[src/rtl/cpu_pkg.sv]
// cpu_pkg: types and constants shared by the CPU front end.
//   word_t           32-bit machine word
//   fetch_state_t    fetch sequencer states (IDLE, RUN, DRAIN)
//   RESET_PC_DEFAULT default boot address
//   NOP_INSTR        all-zero encoding (sll $0,$0,0) used as a filler word
package cpu_pkg;

    typedef logic [31:0] word_t;

    typedef enum logic [1:0] {
        IDLE  = 2'd0,
        RUN   = 2'd1,
        DRAIN = 2'd2
    } fetch_state_t;

    localparam word_t RESET_PC_DEFAULT = 32'h0040_0000;
    localparam word_t NOP_INSTR        = 32'h0000_0000;

endpackage

[src/rtl/fetch_buf.sv]
// fetch_buf: 2-entry synchronous FIFO of {instr, pc, pc+4} with flush.
// The head entry is read straight from flops, so the decoder-facing outputs
// are registered.
//   clk, rst_n            clock, async active-low reset
//   flush                 empty the FIFO (wins over push/pop)
//   push, push_instr,
//   push_pc, push_pc4     write one entry at the tail
//   pop                   drop the head entry (caller guarantees non-empty)
//   count                 occupancy 0..2
//   head_instr, head_pc,
//   head_pc4              head entry contents
module fetch_buf
    import cpu_pkg::*;
(
    input  logic        clk,
    input  logic        rst_n,
    input  logic        flush,
    input  logic        push,
    input  logic        pop,
    input  logic [31:0] push_instr,
    input  logic [31:0] push_pc,
    input  logic [31:0] push_pc4,
    output logic [1:0]  count,
    output logic [31:0] head_instr,
    output logic [31:0] head_pc,
    output logic [31:0] head_pc4
);

    word_t instr_mem [2];
    word_t pc_mem    [2];
    word_t pc4_mem   [2];
    logic  wr_ptr;
    logic  rd_ptr;

    // When full with a simultaneous push and pop, wr_ptr == rd_ptr: the slot
    // being overwritten is exactly the one leaving, so no data is lost.
    always_ff @(posedge clk or negedge rst_n) begin
        if (!rst_n) begin
            instr_mem[0] <= '0;
            instr_mem[1] <= '0;
            pc_mem[0]    <= '0;
            pc_mem[1]    <= '0;
            pc4_mem[0]   <= '0;
            pc4_mem[1]   <= '0;
            wr_ptr       <= 1'b0;
            rd_ptr       <= 1'b0;
            count        <= 2'd0;
        end else if (flush) begin
            wr_ptr <= 1'b0;
            rd_ptr <= 1'b0;
            count  <= 2'd0;
        end else begin
            if (push) begin
                instr_mem[wr_ptr] <= push_instr;
                pc_mem[wr_ptr]    <= push_pc;
                pc4_mem[wr_ptr]   <= push_pc4;
                wr_ptr            <= ~wr_ptr;
            end
            if (pop) begin
                rd_ptr <= ~rd_ptr;
            end
            case ({push, pop})
                2'b10:   count <= count + 2'd1;
                2'b01:   count <= count - 2'd1;
                default: count <= count;
            endcase
        end
    end

    assign head_instr = instr_mem[rd_ptr];
    assign head_pc    = pc_mem[rd_ptr];
    assign head_pc4   = pc4_mem[rd_ptr];

endmodule

[src/rtl/instr_fetch.sv]
// instr_fetch: MIPS instruction-fetch stage. Owns the PC, handshakes with
// instruction memory (req/ready), buffers up to two words and hands them to
// decode under a valid/stall handshake. Redirects flush and restart fetch.
//   clk, rst_n                       clock, async active-low reset
//   imem_req, imem_addr              fetch request and word address
//   imem_ready, imem_rdata           request accepted / returned word
//   redirect_valid, redirect_pc      flush and restart at redirect_pc
//   stall                            decode cannot accept this cycle
//   instr_valid, instr_code,
//   instr_pc, pc_plus4               instruction presented to decode
//   fetch_err                        misaligned-fetch flag
// Build option: INSTR_FETCH_ALIGN_CHECK_EN turns a misaligned redirect target
// into a single nop entry flagged with fetch_err instead of masking bits [1:0].
module instr_fetch
    import cpu_pkg::*;
#(
    parameter word_t RESET_PC  = RESET_PC_DEFAULT,
    parameter int    BUF_DEPTH = 2
)
(
    input  logic        clk,
    input  logic        rst_n,
    output logic        imem_req,
    output logic [31:0] imem_addr,
    input  logic        imem_ready,
    input  logic [31:0] imem_rdata,
    input  logic        redirect_valid,
    input  logic [31:0] redirect_pc,
    input  logic        stall,
    output logic        instr_valid,
    output logic [31:0] instr_code,
    output logic [31:0] instr_pc,
    output logic [31:0] pc_plus4,
    output logic        fetch_err
);

    generate
        if (BUF_DEPTH != 2) begin : g_bad_depth
            $error("instr_fetch: BUF_DEPTH must be 2");
        end
    endgenerate

    fetch_state_t state;
    fetch_state_t state_next;
    word_t        pc;
    word_t        drain_addr;
    word_t        addr_sel;
    word_t        redirect_target;
    logic [1:0]   count;
    logic [1:0]   occ_after_pop;
    logic         pop;
    logic         accept;
    logic         push_en;
    logic         err_push;
    logic         err_block;
    word_t        entry_instr;

`ifdef INSTR_FETCH_ALIGN_CHECK_EN
    logic err_mode;
    logic err_sent;
    logic err_out;

    assign redirect_target = redirect_pc;
    assign err_block       = err_mode;
    assign err_push        = (state == RUN) && err_mode && !err_sent && !redirect_valid;
    assign fetch_err       = err_out;

    // A misaligned target parks the stage: one flagged nop is queued after
    // the redirect bubble and fetching stays blocked until the next redirect.
    // The buffer is always empty when that nop is queued, so one flag
    // register is enough to mark it.
    always_ff @(posedge clk or negedge rst_n) begin
        if (!rst_n) begin
            err_mode <= 1'b0;
            err_sent <= 1'b0;
            err_out  <= 1'b0;
        end else if (redirect_valid) begin
            err_mode <= |redirect_pc[1:0];
            err_sent <= 1'b0;
            err_out  <= 1'b0;
        end else if (err_push) begin
            err_sent <= 1'b1;
            err_out  <= 1'b1;
        end else if (pop) begin
            err_out  <= 1'b0;
        end
    end
`else
    assign redirect_target = redirect_pc & 32'hFFFF_FFFC;
    assign err_block       = 1'b0;
    assign err_push        = 1'b0;
    assign fetch_err       = 1'b0;
`endif

    assign instr_valid   = (count != 2'd0);
    assign pop           = instr_valid && !stall;
    assign occ_after_pop = count - {1'b0, pop};

    // Requests are gated on occupancy after this cycle's pop. Once raised,
    // occupancy can only fall until ready, so req/addr stay stable. In DRAIN
    // the old request is kept up at its original address until it completes.
    always_comb begin
        state_next = state;
        imem_req   = 1'b0;
        addr_sel   = pc;
        case (state)
            IDLE: begin
                state_next = RUN;
            end
            RUN: begin
                imem_req = !err_block && (occ_after_pop < 2'd2);
                if (redirect_valid && imem_req && !imem_ready) begin
                    state_next = DRAIN;
                end
            end
            DRAIN: begin
                imem_req = 1'b1;
                addr_sel = drain_addr;
                if (imem_ready) begin
                    state_next = RUN;
                end
            end
            default: begin
                state_next = IDLE;
            end
        endcase
    end

    assign imem_addr   = addr_sel & 32'hFFFF_FFFC;
    assign accept      = (state == RUN) && imem_req && imem_ready;
    assign push_en     = !redirect_valid && (accept || err_push);
    assign entry_instr = err_push ? NOP_INSTR : imem_rdata;

    // Redirect outranks the normal PC increment; words returned in the
    // redirect cycle or while draining are never pushed.
    always_ff @(posedge clk or negedge rst_n) begin
        if (!rst_n) begin
            state      <= IDLE;
            pc         <= RESET_PC;
            drain_addr <= '0;
        end else begin
            state <= state_next;
            if (redirect_valid) begin
                pc <= redirect_target;
            end else if (accept) begin
                pc <= pc + 32'd4;
            end
            if ((state == RUN) && (state_next == DRAIN)) begin
                drain_addr <= imem_addr;
            end
        end
    end

    fetch_buf u_buf (
        .clk        (clk),
        .rst_n      (rst_n),
        .flush      (redirect_valid),
        .push       (push_en),
        .pop        (pop),
        .push_instr (entry_instr),
        .push_pc    (pc),
        .push_pc4   (pc + 32'd4),
        .count      (count),
        .head_instr (instr_code),
        .head_pc    (instr_pc),
        .head_pc4   (pc_plus4)
    );

endmodule

[config.mk]
export PLATFORM = sky130hd
export DESIGN_NAME = instr_fetch
export DESIGN_NICKNAME = d
export VERILOG_FILES = /design/src/rtl/cpu_pkg.sv /design/src/rtl/fetch_buf.sv /design/src/rtl/instr_fetch.sv
export SDC_FILE = /design/constraint.sdc
export NUM_CORES = 1
export LEC_CHECK = 0
export CORE_MARGIN = 1
export CORE_UTILIZATION = 45
export DETAILED_ROUTE_END_ITERATION = 6
export PLACE_DENSITY = 0.69
export SYNTH_ARGS = -nofsm -noshare
export SYNTH_HDL_FRONTEND = slang
export SYNTH_SLANG_ARGS = --single-unit
[constraint.sdc]
create_clock -name clk -period 3.5 [get_ports clk]
set_clock_uncertainty 0.1 [all_clocks]
set_input_delay 1.05 -clock clk [delete_from_list [all_inputs] [get_ports clk]]
set_output_delay 1.05 -clock clk [all_outputs]
set_load 0.02 [all_outputs]
Word-level counts from Yosys, hierarchy flattened --
Cells that the tools add are included.
Word-level totals: register bits after elaboration 260, latch bits 0, memory bits (writable) 0, memory bits (read-only) 0, output and inout port bits 131, word-level logic and storage cells 75, memories kept 0
Cells by class: add/subtract/negate cells 4, multipliers 0, div/mod/pow operators 0, order comparisons 4, equal/unequal tests 5, shift-type cells 0, mux-type cells 27, bitwise logic cells 5, reduce and logical (&&, ||, !) cells 18
Operators by type and width (count):
- $mux W32 | 13
- $bwmux W64 | 3
- $add A32 B3 Y32 const B | 1
- $demux W32 S1 | 1
- $logic_and A1 B1 Y1 | 8
- $reduce_bool A2 Y1 | 4
- $eq A2 B2 Y1 const B | 3
- $mux W2 | 3
- $pmux W2 S3 | 1
- $eq A2 B1 Y1 const B | 2
- $ge A2 B2 Y1 const B | 2
- $mux W1 | 4
- $not A1 Y2 | 2
- $pmux W2 S2 | 1
- $logic_not A1 Y1 | 3
- $not A1 Y1 | 3
- $reduce_bool A3 Y1 | 1
- $add A2 B1 Y2 const B | 1
- $logic_not A2 Y1 | 1
- $lt A2 B1 Y1 const B | 1
- $lt A2 B2 Y1 const B | 1
- $pmux W1 S2 | 1
- $reduce_and A2 Y1 | 1
- $sub A2 B1 Y2 | 1
- $sub A2 B1 Y2 const B | 1

Logic depth before layout (Yosys ltp) --
depth after elaboration 11, gate-level depth with buffers 10

Modules after synthesis --
A second synthesis with hierarchy kept.
Second synthesis, totals: cell total of the unflattened synthesis 972, area, all modules 12590.8 um^2
Modules (own cells, without submodules):
- fetch_buf | times used 1, cells an instance 530, area an instance 8465.6 um^2
- instr_fetch | times used 1, cells an instance 442, area an instance 4125.2 um^2

Least setup slack after synthesis --
Ideal clock, no wire load.
path type reg2out, start point register state[0], end point output imem_addr[10], data arrival time 1.642 ns, required time 2.350 ns, setup slack 0.708 ns, stages on the path, launching flop included 6, path through dfrtp_1 inv_1 ha_1 buf_2 buf_1 mux2_2
Between the ends: word-level cells in the longest chain between the ends 2
Ends and longest elaborated chain:
- start, declared | RTL line instr_fetch.sv:43 | fetch_state_t state;
- start signal, assigned | RTL line instr_fetch.sv:142 | state <= state_next;
- $eq A2 B2 Y1 | RTL line instr_fetch.sv:106 | case (state)
- $mux W32 | RTL line instr_fetch.sv:106
- end, declared | RTL line instr_fetch.sv:24 | output logic [31:0] imem_addr,
No other way between the ends.

Worst setup path in the final report --
start point register u_buf.rd_ptr, end point output instr_pc[17]
Between the ends: word-level cells in the longest chain between the ends 4
Ends and longest elaborated chain:
- start, declared | RTL line fetch_buf.sv:33 | logic rd_ptr;
- start signal, assigned | RTL line fetch_buf.sv:60 | rd_ptr <= ~rd_ptr;
- $not A1 Y2 (not written as such) | RTL line fetch_buf.sv:71 | assign head_pc = pc_mem[rd_ptr];
- $mux W32 (not written as such) (3 in a row) | RTL line fetch_buf.sv:71
- end, declared | RTL line instr_fetch.sv:32 | output logic [31:0] instr_pc,
No other way between the ends. The select of a mux whose other input is x is not followed.

==> results.toml <==
[sta]
fin_crit_ns = 3.43
fmax_mhz = 291
relSlewSlack_pct = 47.8
holdWs_ns = 0.353
tns_ns = 0
setup_ws_ns = 0.0654
tightest_slew_ns = 0.783
slew_viol_final = 0
period_share_pct = 98.1
rsz0062_at_grt = "no"
finalHoldViolCount = 0
setup_violations = 0

[drt]
vias_per_cell = 5.20
drc_errors = 38
final_antenna_net_count = 0
vias = 7849
wl_um = 27200
first_pass_iters = 7
drtIter0Drc = 424
avgRoutedWirePerCell_um = 18.0

[outcome]
outcome = "finished with violations"
violations = "DRC"

[pwr]
seqPwrFrac_pct = 36.6
p_leak_uw = 0.00665
p_clk_share_pct = 23.2
power.internal_uw = 8450
combPwrFrac_pct = 40.3
switchingPower_uw = 4080
peakVddDrop_mv = 0.476
p_sw_share_pct = 32.6
cellPowerDensity_nw_per_um2 = 825

[logic_synthesis]
synth_edf_count = 0
synthArstFlopShare_pct = 100
yosys_most_used_dff = "dfrtp_1"
ys_types = 44
syn_area_per_cell_um2 = 12.2
synthTopCellsByArea = "dfrtp_1 (52%), mux2_2 (24%), o21ai_0 (3.9%)"
synth_area_um2 = 12000
synth_top_area_share_pct = 51.7
yosysWarningCount = 0
yosysSeqAreaShare_pct = 52.0
synth-seq-cells = 250
syn_inst = 989
yosys.area.top_type = "dfrtp_1"

[cts]
cts_tree = "built"
cts_buffers = 28
cts_root_buffer = "clkbuf_16"
cts.clk_slew.worst_paths_ns = 0.06
clock-sinks = 250
clock_latency_ns = 0.54
htree_levels = 1
post_cts_buffers = 0
cts_buffer_depth = 3
cts_hold_buffers = 0

[finish]
drive_above_1_share_pct = 31.2
antenna_cells = 0
nets = 1226
area_growth_pct = 26.2
finish.instance_area_um2 = 15200
postLayoutCoreUtil_pct = 58.2

[placed_design]
numPortBuffers = 190
post-place-ws_ns = -0.136
postPlaceCellArea_um2 = 14300
hpwl_um = 17800
gp_congestion = 0.734

[global_route]
track_usage_pct = 20.0
grt_pass1_wl_um = 42900
grt-ovfl-total = 0
grt_pass1_vias = 7844
grt_max_degree = 62
antenna_found_initial = 0

[critical_path]
setup.worst_path.start_class = "register"
worstSetupEndpointType = "primary output"
arrival_ns = 2.28
worstSetupPathType = "reg -> out"
critPathMaxStageDelay_ns = 0.54
required_ns = 2.35
worstPathMaxFanout = 17
crit_chain = "buf_4 -> mux2_2 -> clkdlybuf4s50_1"
cp_slowest_cell = "clkdlybuf4s50_1"

[floorplanning]
die_y_um = 166
die_w_um = 166
initial_core_util_pct = 46.1
fp-row-count = 59
core_um2 = 26100
die_area_um2 = 27400
ios = 200

[min_path]
hp-class = "in -> async"

[run]
maxCapViolCount = 0
cell usage after synthesis, types with 3 or more instances:
cell type,count
nor3_2,9
mux2_2,254
nor4_1,8
ha_1,5
o21ai_1,6
xnor2_1,50
clkbuf_1,32
and3_1,5
nor3_1,9
nand3b_1,3
nand3_1,7
buf_1,3
buf_4,9
nor4_2,4
dfrtp_1,249
buf_6,4
and4_1,4
a21oi_1,5
nor2_1,15
o21ai_0,93
inv_1,7
xor2_1,10
nand4_1,5
nand2_1,113
mux2_4,16
buf_2,41
metrics by stage:
stage / total power (µW) / std cells
5_1_grt: 13200 / 1509
2_1_floorplan: 7660 / 995
3_5_place_dp: 9740 / 1456
3_3_place_gp: 9610 / 1456
4_1_cts: 12700 / 1509
6_report: 12500 / 1509
flip-flops by register name, indices dropped and copies added (netlist names):
| signal | cells |
|---|---|
| u_buf.instr_mem | 64 |
| u_buf.pc4_mem | 60 |
| u_buf.pc_mem | 60 |
| drain_addr | 30 |
| pc | 30 |
| state | 2 |
| u_buf.count | 2 |
| u_buf.rd_ptr | 1 |
| u_buf.wr_ptr | 1 |
timing repair:
item | in CTS | in global routing
cloned | 1 | 0
gates resized for setup | 33 | 1
endpoints found under the setup margin | 53 | 27
routing by layer:
layer  routed length, µm  vias up  GRT usage, %
met5                   0        -             0
met4                 637        0          5.29
met3                1630       39          3.27
met2               12100      199          30.5
met1               12800     3865          29.3
li1                    -     3746             -
area by class of cell:
cell class | instances | area (µm²)
Clock buffer | 48 | 877
Clock inverter | 4 | 45.0
Fill cell | 2211 | 10900
Inverter | 7 | 26.3
Multi-Input combinational cell | 648 | 5340
Sequential cell | 250 | 6260
Tap cell | 335 | 419
Timing Repair Buffer | 217 | 2220
worst paths after layout:
kind                                              start                        endpoint  slack (ns)  depth (start not counted)
max                            u_buf.rd_ptr$_DFFE_PN0P_                    instr_pc[17]        0.07                          3
min                                               rst_n  u_buf.instr_mem[6]$_DFFE_PN0P_        0.35                          1
max reg2reg                           pc[2]$_DFFE_PN0P_              pc[20]$_DFFE_PN0P_        0.81                          6
min reg2reg                u_buf.pc4_mem[4]$_DFFE_PN0P_    u_buf.pc4_mem[4]$_DFFE_PN0P_        0.37                          2
max in group asynchronous                         rst_n              pc[22]$_DFFE_PN1P_        2.21                          2
min in group clk           u_buf.pc4_mem[4]$_DFFE_PN0P_    u_buf.pc4_mem[4]$_DFFE_PN0P_        0.37                          2
cell usage in the layout, fill, tap and decap left out, types with 3 or more instances in the layout:
master,count
conb_1,7
clkbuf_16,29
nand3b_1,3
mux2_2,254
nor4_2,4
nand4_1,5
inv_1,7
xor2_1,10
o21ai_1,7
and4_1,4
nand2_1,113
clkbuf_8,8
nor4_1,8
and3_1,5
o21ai_0,92
dlygate4sd2_1,29
nor3_2,9
ha_1,4
nor2_1,15
dfrtp_1,248
buf_12,9
clkdlybuf4s50_1,159
xnor2_1,50
clkinv_2,3
a21oi_1,5
nand3_1,7
mux2_4,16
clkbuf_1,11
buf_4,15
nor3_1,9
power by group through the flow:
| stage | logic [µW] | registers (µW) | clock network, µW |
|---|---|---|---|
| 3_5_place_dp | 5120 | 4610 | 0 |
| 6_report | 5050 | 4580 | 2910 |
| 2_1_floorplan | 3280 | 4380 | 0 |
| 3_3_place_gp | 5060 | 4550 | 0 |
| 5_1_grt | 5430 | 4730 | 3090 |
| 4_1_cts | 5100 | 4580 | 2980 |
critical path, delay by kind of cell (launching register included):
| kind | cells | cell delay (ns) |
|---|---|---|
| buf+inv | 2 | 0.84 |
| mux | 1 | 0.39 |
| flops | 1 | 0.50 |
logic make-up (layout without fill, tap and decap cells):
group / after synthesis / count (layout) / synth area share [%]
muxes: 271 / 271 / 25.8
AOI/OAI and AO/OA: 109 / 109 / 4.67
xor gates and xnor gates: 60 / 60 / 4.36
adders and majority gates: 5 / 5 / 0.520
other: 1 / 7 / 0.0311
DFF: 250 / 250 / 52.0
and+or+nand+nor: 196 / 196 / 8.63
buffers and inverters: 97 / 276 / 3.99
(Power assumes the default switching activity.)
